$ cat src/rtl/npu_instr_decode_queue.sv
// rtl/npu_instr_decode_queue.sv - pipelined NPU instruction decoder with decoded-bundle FIFO
module npu_instr_decode_queue #(
    parameter int DATA_WIDTH = 16,
    parameter int ADDR_WIDTH = 20,
    parameter int DEPTH      = 4,
    parameter int TAG_WIDTH  = 8
) (
    input  logic                     clk,
    input  logic                     rst_n,
    input  logic                     flush,
    input  logic [31:0]              in_instr,
    input  logic                     in_valid,
    output logic                     in_ready,
    output logic                     out_valid,
    input  logic                     out_ready,
    output logic [3:0]               out_opcode,
    output logic [1:0]               out_fmt,
    output logic [3:0]               out_dest,
    output logic [3:0]               out_src_a,
    output logic [3:0]               out_src_b,
    output logic [DATA_WIDTH-1:0]    out_imm,
    output logic [ADDR_WIDTH-1:0]    out_addr,
    output logic                     out_illegal,
    output logic [TAG_WIDTH-1:0]     out_tag,
    output logic [$clog2(DEPTH):0]   occupancy,
    output logic [7:0]               err_count
);

    localparam int PTR_W = $clog2(DEPTH);
    localparam int CNT_W = PTR_W + 1;

    localparam logic [1:0] FMT_R = 2'd0;
    localparam logic [1:0] FMT_I = 2'd1;
    localparam logic [1:0] FMT_M = 2'd2;
    localparam logic [1:0] FMT_N = 2'd3;

    typedef struct packed {
        logic [3:0]            opcode;
        logic [1:0]            fmt;
        logic [3:0]            dest;
        logic [3:0]            src_a;
        logic [3:0]            src_b;
        logic [DATA_WIDTH-1:0] imm;
        logic [ADDR_WIDTH-1:0] addr;
        logic                  illegal;
        logic [TAG_WIDTH-1:0]  tag;
    } bundle_t;

    bundle_t              r_mem [DEPTH];
    logic [PTR_W-1:0]     r_wr_ptr;
    logic [PTR_W-1:0]     r_rd_ptr;
    logic [CNT_W-1:0]     r_count;
    logic [TAG_WIDTH-1:0] r_tag;
    logic [7:0]           r_err;

    bundle_t              w_dec;
    bundle_t              w_head;
    logic                 w_push;
    logic                 w_pop;

    // Handshakes depend only on registered occupancy, never on out_ready.
    assign in_ready  = (r_count < CNT_W'(DEPTH));
    assign out_valid = (r_count != '0);
    assign w_push    = in_valid && in_ready;
    assign w_pop     = out_valid && out_ready;

    // Combinational decode: keep only the fields the format actually uses.
    always_comb begin
        w_dec        = '0;
        w_dec.opcode = in_instr[31:28];
        w_dec.tag    = r_tag;
        case (in_instr[31:28])
            4'd0, 4'd9: begin
                w_dec.fmt = FMT_N;
            end
            4'd1, 4'd2: begin
                w_dec.fmt   = FMT_M;
                w_dec.dest  = in_instr[27:24];
                w_dec.src_a = in_instr[23:20];
                w_dec.addr  = in_instr[ADDR_WIDTH-1:0];
            end
            4'd3, 4'd4, 4'd5: begin
                w_dec.fmt   = FMT_R;
                w_dec.dest  = in_instr[27:24];
                w_dec.src_a = in_instr[23:20];
                w_dec.src_b = in_instr[19:16];
            end
            4'd6: begin
                // RELU is unary: src_b carries no meaning
                w_dec.fmt   = FMT_R;
                w_dec.dest  = in_instr[27:24];
                w_dec.src_a = in_instr[23:20];
            end
            4'd7, 4'd8: begin
                w_dec.fmt   = FMT_I;
                w_dec.dest  = in_instr[27:24];
                w_dec.src_a = in_instr[23:20];
                w_dec.imm   = DATA_WIDTH'($signed(in_instr[15:0]));
            end
            default: begin
                w_dec.fmt     = FMT_N;
                w_dec.illegal = 1'b1;
            end
        endcase
    end

    // Tag and error counter advance on every accept, including one dropped by flush.
    always_ff @(posedge clk or negedge rst_n) begin
        if (!rst_n) begin
            r_tag <= '0;
            r_err <= '0;
        end else if (w_push) begin
            r_tag <= r_tag + TAG_WIDTH'(1);
            if (w_dec.illegal && (r_err != 8'hFF)) begin
                r_err <= r_err + 8'd1;
            end
        end
    end

    // FIFO pointers and occupancy; flush wins over same-cycle push and pop.
    always_ff @(posedge clk or negedge rst_n) begin
        if (!rst_n) begin
            r_wr_ptr <= '0;
            r_rd_ptr <= '0;
            r_count  <= '0;
        end else if (flush) begin
            r_wr_ptr <= '0;
            r_rd_ptr <= '0;
            r_count  <= '0;
        end else begin
            if (w_push) begin
                r_wr_ptr <= r_wr_ptr + PTR_W'(1);
            end
            if (w_pop) begin
                r_rd_ptr <= r_rd_ptr + PTR_W'(1);
            end
            case ({w_push, w_pop})
                2'b10:   r_count <= r_count + CNT_W'(1);
                2'b01:   r_count <= r_count - CNT_W'(1);
                default: r_count <= r_count;
            endcase
        end
    end

    // Bundle storage; cleared on reset so the head reads as all-zero.
    always_ff @(posedge clk or negedge rst_n) begin
        if (!rst_n) begin
            for (int i = 0; i < DEPTH; i++) begin
                r_mem[i] <= '0;
            end
        end else if (w_push && !flush) begin
            r_mem[r_wr_ptr] <= w_dec;
        end
    end

    assign w_head      = r_mem[r_rd_ptr];
    assign out_opcode  = w_head.opcode;
    assign out_fmt     = w_head.fmt;
    assign out_dest    = w_head.dest;
    assign out_src_a   = w_head.src_a;
    assign out_src_b   = w_head.src_b;
    assign out_imm     = w_head.imm;
    assign out_addr    = w_head.addr;
    assign out_illegal = w_head.illegal;
    assign out_tag     = w_head.tag;
    assign occupancy   = r_count;
    assign err_count   = r_err;

endmodule

$ cat config.mk
export PLATFORM = sky130hd
export DESIGN_NAME = npu_instr_decode_queue
export DESIGN_NICKNAME = d
export VERILOG_FILES = /design/src/rtl/npu_instr_decode_queue.sv
export SDC_FILE = /design/constraint.sdc
export NUM_CORES = 1
export LEC_CHECK = 0
export ABC_AREA = 1
export CAP_MARGIN = 20
export CORE_ASPECT_RATIO = 1.4
export CORE_UTILIZATION = 58
export DETAILED_ROUTE_END_ITERATION = 6
export HOLD_SLACK_MARGIN = 0.05
export PLACE_DENSITY = 0.91
export SLEW_MARGIN = 10
export SYNTH_ARGS = -nofsm -noshare
export SYNTH_HDL_FRONTEND = slang
export SYNTH_SLANG_ARGS = --single-unit
export TNS_END_PERCENT = 20
$ cat constraint.sdc
create_clock -name clk -period 1.8 [get_ports clk]
set_clock_uncertainty 0.05 [all_clocks]
set_input_delay 0.27 -clock clk [delete_from_list [all_inputs] [get_ports clk]]
set_output_delay 0.27 -clock clk [all_outputs]
set_load 0.01 [all_outputs]
## Yosys cells after proc, flatten, opt, wreduce, memory -nomap -nowiden

Index checks and enable logic that the tools add are counted.

- Order comparisons: 4
- Eq/ne operators: 12
- Bitwise logic cells: 2
- $add $sub $neg: 6
- Reductions and logical operators: 18
- Multiplexer cells: 18

Operators by type and width:

| cell | number |
|---|---|
| $bwmux W252 | 1 |
| $mux W63 | 3 |
| $bmux W63 S2 | 1 |
| $demux W63 S2 | 1 |
| $mux W20 | 1 |
| $add A8 B1 Y8 const B | 2 |
| $eq A4 B3 Y1 const B | 4 |
| $mux W16 | 1 |
| $reduce_or A10 Y1 | 1 |
| $eq A4 B2 Y1 const B | 2 |
| $eq A4 B4 Y1 const B | 2 |
| $mux W2 | 4 |
| $mux W8 | 1 |
| $ne A8 B8 Y1 const B | 1 |
| $reduce_or A8 Y1 | 1 |
| $ge A3 B3 Y1 const B | 2 |
| $not A2 Y3 | 2 |
| $pmux W2 S3 | 1 |
| $pmux W3 S2 | 1 |
| $reduce_bool A3 Y1 | 2 |
| $logic_and A1 B1 Y1 | 5 |
| $add A2 B1 Y2 const B | 2 |
| $eq A4 B1 Y1 const B | 1 |
| $logic_not A4 Y1 | 1 |
| other kinds (15) | 17 |

- Output and inout port bits: 76
- Input bits: 37
- Flip-flop bits (word level): 275

## Logic depth before layout (Yosys ltp)

- Word-level depth: 6
- Depth in mapped cells: 9
- Depth with buffers taken out: 8

## Worst setup path after synthesis

No wires, ideal clock.

- Path kind: register to register
- Start point: register r_count[2], in the netlist occupancy[2]
- End point: register r_count[2], in the netlist occupancy[2]
- Arrival: 1556 ps
- Setup slack: 77 ps
- Required time: 1633 ps
- Stages on the path, launching flop included: 9
- Cell sequence: dfrtp_1 inv_2 nand2_1 nand2_1 nor2_1 fa_1 nand3b_1 nand3_1 nand2_1

- Cells in the longest elaborated chain, start to end: 5

Ends and longest elaborated chain:

| element | RTL line | text |
|---|---|---|
| start, declared | 52 | `logic [CNT_W-1:0] r_count;` |
| start signal, assigned | 138 | `2'b10: r_count <= r_count + CNT_W'(1);` |
| start signal, assigned | 139 | `2'b01: r_count <= r_count - CNT_W'(1);` |
| start signal, assigned | 140 | `default: r_count <= r_count;` |
| $lt A3 B3 Y1 * | 62 | `assign in_ready = (r_count < CNT_W'(DEPTH));` |
| named net in_ready | 13 | `output logic in_ready,` |
| $logic_and A1 B1 Y1 * | 64 | `assign w_push = in_valid && in_ready;` |
| $eq A2 B1 Y1 / $eq A2 B2 Y1 (equally long branches) | 137 | `case ({w_push, w_pop})` |
| $pmux W3 S2 | 137 |  |
| $mux W3 | 126 | `end else if (flush) begin` |

The timed path passes the listed nets; every way through them passes the cells marked *.
A chain may end at the register's enable or synchronous reset.

## Worst setup path after layout

- Start point: register r_rd_ptr[0]
- End point: output out_opcode[2]

- Cells in the longest elaborated chain, start to end: 4

Ends and longest elaborated chain:

| element | RTL line | text |
|---|---|---|
| start, declared | 51 | `logic [PTR_W-1:0] r_rd_ptr;` |
| start signal, assigned | 135 | `r_rd_ptr <= r_rd_ptr + PTR_W'(1);` |
| $not A2 Y3 (not written as such) | 156 | `assign w_head = r_mem[r_rd_ptr];` |
| $bmux W63 S2 | 156 |  |
| $mux W63 (not written as such) (2 in series) | 156 |  |
| end, declared | 16 | `output logic [3:0] out_opcode,` |

Every way passes these cells. The select of a mux whose other input is x is not followed.

==> flow_metrics.tcl <==
set metrics [dict create \
    status "complete, but fails checks" \
    violations "DRC, setup timing" \
    grt_pass1_wl_um 60300 \
    synth_xor_area_frac 0.00765 \
    ir_drop_uv 831 \
    crit_path_end_kind "primary output" \
    cp.arrival_ps 2010 \
    rsz0062_at_grt "yes" \
    clock_sinks 275 \
    viasPerCell 6.48 \
    p_int_mw 14.5 \
    syn_area_um2 12600 \
    postRouteWirelength_um 41900 \
    die_area_um2 22300 \
    post-route-drc-count 2 \
    n_fill_cell 1278 \
    hp-class "in2async" \
    drt-pass1-iter-count 7 \
    slew_viol_final 0 \
    setup_tns_ps -25990 \
    p_seq_frac 0.387 \
    gp_congestion 0.849 \
    final_cell_mix "nand2_1, dfrtp_1, o21ai_1, nor2_1, o21ai_0" \
    final_common_cell "nand2_1" \
    cts_tree "yes" \
    dp_hpwl_um 22200 \
    ys_seq_area_frac 0.546 \
    area_delta_synth_final_pct 23.8 \
    period_share 1.29 \
    crit_path_max_fanout 7 \
    synth-compound-area-share 0.147 \
    finalSetupViolCount 64 \
    ioPinCount 113 \
    synthMuxAreaShare 0 \
    critPathMaxStageDelay_ps 510 \
    hold_viol 0 \
    cp_data_required_time_ps 1480 \
    synth_ff_type "dfrtp_1" \
    final_cells 1926 \
    crit_family "buffers and inverters" \
    core_area_um2 21200 \
    n_antenna_cell 0 \
    cap_violations 0 \
    worstSetupPathType "reg2out" \
    row_count 63 \
    crit_chain "clkinv_8, buf_12, buf_4, buf_6, nor2_1, o22ai_2, buf_2" \
    synth.ff_latch_count 275 \
    crit_slowest_cell "dfrtp_4" \
    fp.dieW_um 127 \
    slew-limit-headroom 0.645 \
    grt_pass1_vias 11800 \
    finalPower_mw 23.0 \
    cts_root_buffer "clkbuf_16" \
    switchingPower_mw 8.49 \
    syn_nets 1551 \
    synth_fa_ha_area_frac 0.00755 \
    power_frac_comb 0.359 \
    dr.first_iter.drc_count 1944 \
    p_per_area_nw_per_um2 1470 \
    synth.distinct_cells 32 \
    synthCells 1507 \
    ant_nets 0 \
    wl_per_cell_um 21.8 \
    swShare 0.370 \
    ys_warn_count 0 \
    stdcell_area_um2 15600 \
    tightest_slew_ps 532 \
    initial_utilization 0.594 \
    grt_usage 0.344 \
    yosys.area.top_type "dfrtp_1" \
    layout.nets 1691 \
    synth_area_leaders "dfrtp_1, nand2_1, o21ai_0, nor2_1, buf_6" \
    async_flop_share 1.00 \
    setup_ws_ps -527 \
    clock_latency_ps 550 \
    rrSetupSlack_ps -40 \
    die_y_um 176 \
    vias 12500 \
    layout_min_cycle_time_ps 2330 \
    io_buffer_count 112 \
    yosys.area.top_type_share 0.546 \
    synth_edf_count 0 \
    syn_avg_cell_area_um2 8.36 \
    synth_top_family_by_area "simple AND/OR/NAND/NOR gates" \
    placed_cells 1863 \
    grt_max_degree 59 \
    cp_num_buf_inv 5 \
    placed_area_um2 14400 \
    gr-total-overflow 0 \
    h-tree-depth 1 \
    numCtsBuffers 26 \
    grt_antenna_before_repair 1 \
    yosys.area_share.simple 0.222 \
    cts_buffer_depth 3 \
    place_ws_ps -273 \
    drive_gt1_frac 0.173 \
    clkPwrFrac 0.253 \
    critPathLaunchType "flop" \
    max_freq_ghz 0.430 \
    p_leak_nw 7.91 \
    cts.clk_slew.worst_paths_ps 70 \
]
[cell families (layout without fill, tap and decap cells)]
| family | count (synthesis) | in the layout |
|---|---|---|
| AOI/OAI and AO/OA | 355 | 355 |
| adders and majority gates | 7 | 7 |
| and+or+nand+nor | 712 | 712 |
| xor gates and xnor gates | 11 | 11 |
| buffers and inverters | 147 | 306 |
| DFF | 275 | 275 |
[layout make-up]
class                           instances  area [um2]  area share
Clock buffer                           35         746      0.0478
Clock inverter                         12         145     0.00931
Inverter                               49         221      0.0142
Multi-Input combinational cell       1085        5120       0.328
Sequential cell                       275        6890       0.442
Tap cell                              260         325      0.0209
Timing Repair Buffer                  210        2160       0.138
[power groups by stage]
| stage | logic [mW] | clock network [mW] | registers (mW) |
|---|---|---|---|
| floorplan | 4.08 | 0 | 8.47 |
| global placement | 7.28 | 0 | 8.60 |
| detailed placement | 7.54 | 0 | 8.69 |
| CTS | 7.32 | 5.76 | 8.66 |
| global route | 8.85 | 6.04 | 9.00 |
| finish | 8.25 | 5.81 | 8.89 |
[worst reg2reg max path: stages (launching register included)]
cell and delay, ps:
dfrtp_1 440, inv_2 130, nand2_4 110, nor2_8 210, nand2_4 190, buf_12 230
o21ai_1 360
[final timing paths]
kind,startpoint,endpoint,cells after the start
max,r_rd_ptr[0],out_opcode[2],7
min,rst_n,err_count[2],2
max reg2reg,occupancy[2],r_mem[248],6
min reg2reg,r_mem[141],r_mem[141],2
max in group asynchronous,rst_n,r_mem[162],3
min in group clk,in_instr[23],r_mem[241],3
[synth_stat cells (4+ instances only)]
cell      number
buf_2         21
clkinv_4       4
xor2_1         6
o22ai_1       63
inv_1         40
o21ai_0      209
dfrtp_1      275
nor3_1         4
nand4_1        4
xnor2_1        5
nand3_1        8
nor2_1       158
nand2_4        5
inv_2          5
ha_1           6
o21ai_1       80
nand2_1      523
clkbuf_1      39
buf_6         36
[metal layers]
layer / wire length [um] / GRT usage / vias up / part of all wire
li1: - / - / 5176 / -
met1: 14400 / 0.421 / 5864 / 0.34
met2: 19400 / 0.558 / 1107 / 0.46
met3: 4810 / 0.0685 / 330 / 0.11
met4: 3210 / 0.220 / 2 / 0.077
met5: 13 / 0 / - / 0.00031
[sequential cells by signal, summed over array words and instances, names as in the netlist]
| register | count |
|---|---|
| r_mem | 252 |
| err_count | 8 |
| r_tag | 8 |
| occupancy | 3 |
| r_rd_ptr | 2 |
| r_wr_ptr | 2 |
[per-stage QoR]
| stage | utilization | hold WS, ps |
|---|---|---|
| floorplan | - | -75.6 |
| global placement | 0.678 | 189 |
| detailed placement | 0.678 | 196 |
| CTS | 0.719 | 225 |
| global route | 0.736 | 276 |
| finish | 0.736 | 233 |
[what timing repair did]
action | 4_1_cts | 5_1_grt
setup endpoints to repair | 76 | 65
gates cloned | 3 | 4
hold buffers | 1 | 0
hold endpoints to repair | 201 | 0
gates resized for setup | 321 | 119
pin swaps | 45 | 24
buffers inserted | 0 | 10
Power figures use the tool's default switching activity.
